**src/rtl/gshare_ckpt_predictor_if.sv**
```systemverilog
// Fetch/retire handshake bundle between the front end and the gshare predictor.
interface gshare_ckpt_predictor_if #(
    parameter int CKPT_DEPTH = 16
);
    localparam int TAG_W = $clog2(CKPT_DEPTH);

    logic             enable;
    logic             if_en_branch;
    logic [31:0]      if_pc_in;
    logic             pred_valid;
    logic             pred_taken;
    logic [TAG_W-1:0] pred_tag;
    logic             ckpt_full;
    logic             rt_en_branch;
    logic             rt_branch_taken;
    logic             rt_prediction_correct;

    modport master (
        output enable, if_en_branch, if_pc_in,
        output rt_en_branch, rt_branch_taken, rt_prediction_correct,
        input  pred_valid, pred_taken, pred_tag, ckpt_full
    );

    modport slave (
        input  enable, if_en_branch, if_pc_in,
        input  rt_en_branch, rt_branch_taken, rt_prediction_correct,
        output pred_valid, pred_taken, pred_tag, ckpt_full
    );
endinterface

```
**src/rtl/gshare_ckpt_predictor.sv**
```systemverilog
// Gshare direction predictor with saturating PHT counters and a checkpoint queue
// of in-flight branch indices; retire trains the PHT and a mispredict restores history.
module gshare_ckpt_predictor #(
    parameter int BH_SIZE    = 8,
    parameter int CTR_BITS   = 2,
    parameter int CKPT_DEPTH = 16,
    parameter int PC_LSB     = 2
) (
    input  logic                          clock,
    input  logic                          reset,
    gshare_ckpt_predictor_if.slave        bp,
    output logic [BH_SIZE-1:0]            ghr_spec_out,
    output logic [BH_SIZE-1:0]            ghr_commit_out,
    output logic [$clog2(CKPT_DEPTH):0]   ckpt_count_out
);
    localparam int TAG_W = $clog2(CKPT_DEPTH);
    localparam int CNT_W = TAG_W + 1;
    localparam int PHT_N = 1 << BH_SIZE;
    localparam int unsigned CTR_INIT_I = (1 << (CTR_BITS - 1)) - 1;
    localparam logic [CTR_BITS-1:0] CTR_INIT = CTR_INIT_I[CTR_BITS-1:0];

    function automatic logic [CTR_BITS-1:0] ctr_sat(input logic [CTR_BITS-1:0] c,
                                                    input logic up);
        if (up)
            return (&c) ? c : c + CTR_BITS'(1);
        else
            return (|c) ? c - CTR_BITS'(1) : c;
    endfunction

    logic [CTR_BITS-1:0] pht_q [PHT_N];
    logic [BH_SIZE-1:0]  slot_idx_q [CKPT_DEPTH];

    logic [BH_SIZE-1:0] ghr_spec_q, ghr_spec_d;
    logic [BH_SIZE-1:0] ghr_commit_q, ghr_commit_d;
    logic [TAG_W-1:0]   head_q, head_d;
    logic [TAG_W-1:0]   tail_q, tail_d;
    logic [CNT_W-1:0]   count_q, count_d;

    logic [BH_SIZE-1:0] idx;
    logic [BH_SIZE-1:0] ret_idx;
    logic               pred_taken;
    logic               full;
    logic               retire;
    logic               recover;
    logic               push;
    logic               unused_pc;

    assign idx        = bp.if_pc_in[PC_LSB +: BH_SIZE] ^ ghr_spec_q;
    assign pred_taken = pht_q[idx][CTR_BITS-1];
    assign full       = (count_q == CNT_W'(CKPT_DEPTH));
    assign retire     = bp.enable & bp.rt_en_branch & (count_q != '0);
    assign recover    = retire & ~bp.rt_prediction_correct;
    // A recovering cycle drops fetch: the speculative path it belongs to is dead.
    assign push       = bp.enable & bp.if_en_branch & ~full & ~recover;
    assign ret_idx    = slot_idx_q[head_q];
    assign unused_pc  = ^bp.if_pc_in;

    always_comb begin
        ghr_spec_d   = ghr_spec_q;
        ghr_commit_d = ghr_commit_q;
        head_d       = head_q;
        tail_d       = tail_q;
        count_d      = count_q + CNT_W'(push) - CNT_W'(retire);
        if (retire) begin
            ghr_commit_d = {ghr_commit_q[BH_SIZE-2:0], bp.rt_branch_taken};
            head_d       = head_q + TAG_W'(1);
        end
        if (push) begin
            ghr_spec_d = {ghr_spec_q[BH_SIZE-2:0], pred_taken};
            tail_d     = tail_q + TAG_W'(1);
        end
        // Restart speculation from committed history including this outcome.
        if (recover) begin
            ghr_spec_d = ghr_commit_d;
            head_d     = '0;
            tail_d     = '0;
            count_d    = '0;
        end
    end

    always_ff @(posedge clock or posedge reset) begin
        if (reset) begin
            ghr_spec_q   <= '0;
            ghr_commit_q <= '0;
            head_q       <= '0;
            tail_q       <= '0;
            count_q      <= '0;
            for (int i = 0; i < PHT_N; i++)
                pht_q[i] <= CTR_INIT;
        end else begin
            ghr_spec_q   <= ghr_spec_d;
            ghr_commit_q <= ghr_commit_d;
            head_q       <= head_d;
            tail_q       <= tail_d;
            count_q      <= count_d;
            if (retire)
                pht_q[ret_idx] <= ctr_sat(pht_q[ret_idx], bp.rt_branch_taken);
        end
    end

    // Checkpoint payload needs no reset; occupancy is tracked by count_q.
    always_ff @(posedge clock) begin
        if (push)
            slot_idx_q[tail_q] <= idx;
    end

    assign bp.pred_valid  = push;
    assign bp.pred_taken  = pred_taken;
    assign bp.pred_tag    = tail_q;
    assign bp.ckpt_full   = full;
    assign ghr_spec_out   = ghr_spec_q;
    assign ghr_commit_out = ghr_commit_q;
    assign ckpt_count_out = count_q;
endmodule

```
**src/flat_wrapper.sv**
```systemverilog
// flat-port wrapper written by rule: the top's interface ports become plain ports
module gshare_ckpt_predictor_flat 
#(
    parameter int BH_SIZE    = 8,
    parameter int CTR_BITS   = 2,
    parameter int CKPT_DEPTH = 16,
    parameter int PC_LSB     = 2
)
  (clock, reset, ghr_spec_out, ghr_commit_out, ckpt_count_out, bp_enable, bp_if_en_branch, bp_if_pc_in, bp_rt_en_branch, bp_rt_branch_taken, bp_rt_prediction_correct, bp_pred_valid, bp_pred_taken, bp_pred_tag, bp_ckpt_full);
  gshare_ckpt_predictor_if #(.CKPT_DEPTH(CKPT_DEPTH)) bp_i ();
  input  logic clock;
  input  logic reset;
  output logic [BH_SIZE-1:0] ghr_spec_out;
  output logic [BH_SIZE-1:0] ghr_commit_out;
  output logic [$clog2(CKPT_DEPTH):0] ckpt_count_out;
  input wire logic [$bits(bp_i.enable)-1:0] bp_enable;
  input wire logic [$bits(bp_i.if_en_branch)-1:0] bp_if_en_branch;
  input wire logic [$bits(bp_i.if_pc_in)-1:0] bp_if_pc_in;
  input wire logic [$bits(bp_i.rt_en_branch)-1:0] bp_rt_en_branch;
  input wire logic [$bits(bp_i.rt_branch_taken)-1:0] bp_rt_branch_taken;
  input wire logic [$bits(bp_i.rt_prediction_correct)-1:0] bp_rt_prediction_correct;
  output wire logic [$bits(bp_i.pred_valid)-1:0] bp_pred_valid;
  output wire logic [$bits(bp_i.pred_taken)-1:0] bp_pred_taken;
  output wire logic [$bits(bp_i.pred_tag)-1:0] bp_pred_tag;
  output wire logic [$bits(bp_i.ckpt_full)-1:0] bp_ckpt_full;
  assign bp_i.enable = bp_enable;
  assign bp_i.if_en_branch = bp_if_en_branch;
  assign bp_i.if_pc_in = bp_if_pc_in;
  assign bp_i.rt_en_branch = bp_rt_en_branch;
  assign bp_i.rt_branch_taken = bp_rt_branch_taken;
  assign bp_i.rt_prediction_correct = bp_rt_prediction_correct;
  assign bp_pred_valid = bp_i.pred_valid;
  assign bp_pred_taken = bp_i.pred_taken;
  assign bp_pred_tag = bp_i.pred_tag;
  assign bp_ckpt_full = bp_i.ckpt_full;
  gshare_ckpt_predictor #(.BH_SIZE(BH_SIZE), .CTR_BITS(CTR_BITS), .CKPT_DEPTH(CKPT_DEPTH), .PC_LSB(PC_LSB)) u_core (.clock(clock), .reset(reset), .bp(bp_i), .ghr_spec_out(ghr_spec_out), .ghr_commit_out(ghr_commit_out), .ckpt_count_out(ckpt_count_out));
endmodule
```
**config.mk**
```make
export PLATFORM = sky130hd
export DESIGN_NAME = gshare_ckpt_predictor_flat
export DESIGN_NICKNAME = d
export VERILOG_FILES = /design/src/rtl/gshare_ckpt_predictor_if.sv /design/src/rtl/gshare_ckpt_predictor.sv /design/src/flat_wrapper.sv
export SDC_FILE = /design/constraint.sdc
export NUM_CORES = 2
export LEC_CHECK = 0
export BUFFER_PORTS_ARGS = -buffer_cell sky130_fd_sc_hd__buf_2
export CAP_MARGIN = 5
export CORE_ASPECT_RATIO = 0.8
export CORE_MARGIN = 5
export CORE_UTILIZATION = 50
export CTS_CLUSTER_DIAMETER = 100
export DETAILED_ROUTE_END_ITERATION = 8
export PLACE_DENSITY_LB_ADDON = 0.05
export SETUP_SLACK_MARGIN = 0.05
export SYNTH_ARGS = -nofsm -noshare
export SYNTH_HDL_FRONTEND = slang
export SYNTH_SLANG_ARGS = --single-unit
```
**constraint.sdc**
```tcl
create_clock -name clock -period 22.3 [get_ports clock]
set_input_delay 5.575 -clock clock [delete_from_list [all_inputs] [get_ports clock]]
set_output_delay 5.575 -clock clock [all_outputs]
set_load 0.05 [all_outputs]
```
==> results.cfg <==
[global_routing]
grt_pass1_wl_mm = 174
number_of_global_route_vias_before_repair = 26400
grt_busiest_layer = met2
initial_antenna_violation_count = 5
grt-ovfl-total = 0
grt_max_degree = 207
grt_use_met1 = 0.450
grt.total_usage = 0.311
met3_usage = 0.0775
grt_util_met2 = 0.453

[clock_network]
htreeDepth = 3
cts_resized = 0
clock_latency_ns = 0.62
cts.path.max_buffers = 3
clkSinkCount = 669
cts.hold.buffers_added = 0
clk_pin_slew_worst_paths_ns = 0.06
cts_buffers = 72
cts_tree = yes
clock_tree.root_cell = sky130_fd_sc_hd__clkbuf_16
post-cts-setup-buffers = 0

[cells_and_area]
layout.filler_cells = 5825
most_common_cell_after_layout_fill_and_taps_aside = sky130_fd_sc_hd__nand2_1
syn_to_final_growth_pct = 10.4
finalNetCount = 3159
multi_input_comb_area_um2 = 15500
drive_gt1_frac = 0.254
seq_area_um2 = 17700
final_cell_mix = sky130_fd_sc_hd__nand2_1 (832), sky130_fd_sc_hd__o31ai_1 (514), sky130_fd_sc_hd__dfrtp_1 (284)

[drt]
route.detailed.vias_per_inst = 6.62
detailroute.via_count = 27000
drc_errors = 0
detailed_route_wire_length_per_cell_um = 28.3
antenna_left = 0
detail_route.iter0.violations = 2900
routed_wirelength_mm = 116
dr.pass1.iters = 6

[place]
io_buffer_count = 42
dp_hpwl_mm = 66.3
place.gp.congestion = 0.852

[die]
dieArea_um2 = 73900
core-area_um2 = 67600
die_height_um = 244
die_width_um = 303
rows = 85
starting_density_of_the_core = 0.507
io_pins = 67

[setup_path]
required_ns = 16.73
r2r-end = u_core.pht_q[150]
setup.worst_path.end_class = output port
path_common_cell = sky130_fd_sc_hd__mux4_2
reg2regPathDepth = 17
arrival_time_at_the_worst_endpoint_ns = 9.87
timing.critical_path.cells = buf_2 > xor2_4 > buf_4 > buf_4 > mux4_2 > mux4_2 > mux4_2 > mux4_2 > buf_2
worstSetupStartpointType = primary input
cp_top_family = multiplexers
critical_path_top_delay_cell = sky130_fd_sc_hd__buf_4
path_depth = 9
critical_path_buf_inv_count = 4
critical_path.reg2reg.startpoint = u_core.head_q[2]
timing.critical_path.slowest_cell_delay_ns = 0.86
critical_path_peak_fanout = 44
worst-setup-path-type = primary input to output port
setup.reg_to_reg.worst_slack_ns = 13.61

[status]
result_of_the_run = complete, no violations

[synth]
post_synth.cell_area_avg_um2 = 10.9
synth-edff-count = 128
seq_total_area_yosys = 0.517
mappedNetlistNets = 3208
yosys_warnings = 0
synth-seq-cells = 669
yosysUniqueCellTypes = 58
synth_instances = 3157
synth-async-reset-ratio = 0.809
synthesized_cell_area_um2 = 34300
synthFlopType = sky130_fd_sc_hd__dfrtp_1

[timing]
setup_total_negative_slack_ns = 0
timing_worst_slew_pin_value_ns = 1.27
rsz0062_at_grt = false
finalSetupViolCount = 0
timing.fmax_mhz = 64.8
period_share = 0.693
drv_slew = 0
finalHoldWorstSlack_ns = 0.466
timing.max_slew.rel_slack = 0.150
final_hold_viol_count = 0
finalClockSkew_ns = 0.0168
period_minus_slack_ns = 15.44

[pwr]
power.leakage_uw = 0.0140
power-per-cell-area_nw_per_um2 = 141
irDropWorstVdd_uv = 471

[min_path]
hold_start = u_core.pht_q[0]
worst_hold_path.endpoint = u_core.pht_q[0]
timing.hold.worst.class = flip-flop to flip-flop
hold-path-cell-count = 2

[job]
drv_cap = 0
[kinds of logic after synthesis]
family | after synthesis | synth area share
AND/OR/NAND/NOR | 1063 | 0.128
AO/OA/AOI/OAI | 820 | 0.176
flip-flops | 669 | 0.517
multiplexers | 290 | 0.131
buffers and inverters | 289 | 0.0394
XOR/XNOR | 14 | 0.00358
adder cells (fa/ha/maj) | 12 | 0.00460
[synth_stat cells (all sizes together) (13+ instances only)]
cell | n | area share
a211oi | 78 | 0.017
a21oi | 33 | 0.0056
a22oi | 71 | 0.016
a41o | 13 | 0.0038
and3 | 79 | 0.014
buf | 165 | 0.026
clkbuf | 95 | 0.010
dfrtp | 285 | 0.21
dfstp | 256 | 0.20
edfxtp | 128 | 0.11
inv | 29 | 0.0032
mux2 | 134 | 0.044
mux2i | 43 | 0.013
mux4 | 113 | 0.074
nand2 | 836 | 0.092
nand3 | 58 | 0.0085
nand4 | 17 | 0.0031
nor2 | 34 | 0.0037
nor3 | 13 | 0.0019
o2111ai | 19 | 0.0049
o21ai | 55 | 0.0080
o31ai | 514 | 0.11
[final cells by class]
class                           count  area share
Antenna cell                        2    0.000132
Clock buffer                      102      0.0539
Multi-Input combinational cell   2199       0.410
Tap cell                          913      0.0302
Sequential cell                   669       0.468
Timing Repair Buffer              137      0.0254
Clock inverter                     31     0.00943
Inverter                           29     0.00308
[worst min-delay path, cell delays in order (launching register included)]
cell	delay, ns
sky130_fd_sc_hd__dfstp_2	0.36
sky130_fd_sc_hd__nand2_1	0.04
sky130_fd_sc_hd__o31ai_1	0.05
[flip-flops by register name, summed over array words and instances (netlist names)]
name and count:
u_core.pht_q 512, u_core.slot_idx_q 128, u_core.ghr_commit_out 8, u_core.ghr_spec_out 8, u_core.ckpt_count_out 5, u_core.bp.pred_tag 4
u_core.head_q 4
[metrics by stage]
| step | cell area [µm²] | util | cells | worst slack, ns | total power, µW |
|---|---|---|---|---|---|
| after floorplan | 34300 | - | 3157 | 2.03 | 3180 |
| after global placement | 35400 | 0.524 | 3947 | 6.85 | 4000 |
| after detailed placement | 35400 | 0.524 | 3947 | 6.81 | 4030 |
| after CTS | 37800 | 0.559 | 4080 | 6.81 | 5270 |
| after global routing | 37800 | 0.559 | 4080 | 6.67 | 5510 |
| final | 37800 | 0.559 | 4082 | 6.86 | 5320 |
[power breakdown]
part	switching, µW	internal [µW]	total [µW]	leakage [µW]
clock network	515	722	1240	0.00117
registers	128	1450	1580	0.00773
logic	1970	527	2500	0.00514
[routing by layer]
layer	up-vias	part of all wire	wire (µm)
met3	319	0.096	11000
met5	-	0.00055	64
met2	1318	0.43	50100
met4	4	0.045	5190
li1	11800	-	-
met1	13600	0.42	49000
[worst max-delay path by stage]
| stage | endpoint | from | slack, ns |
|---|---|---|---|
| floorplan | u_core.bp.pred_tag[0] | reset | 2.03 |
| global placement | bp_pred_taken | bp_if_pc_in[2] | 6.85 |
| detailed placement | bp_pred_taken | bp_if_pc_in[2] | 6.81 |
| CTS | bp_pred_taken | bp_if_pc_in[2] | 6.81 |
| global route | bp_pred_taken | bp_if_pc_in[2] | 6.67 |
| finish | bp_pred_taken | bp_if_pc_in[2] | 6.86 |
Note: power is estimated with default switching activity, not from simulation.
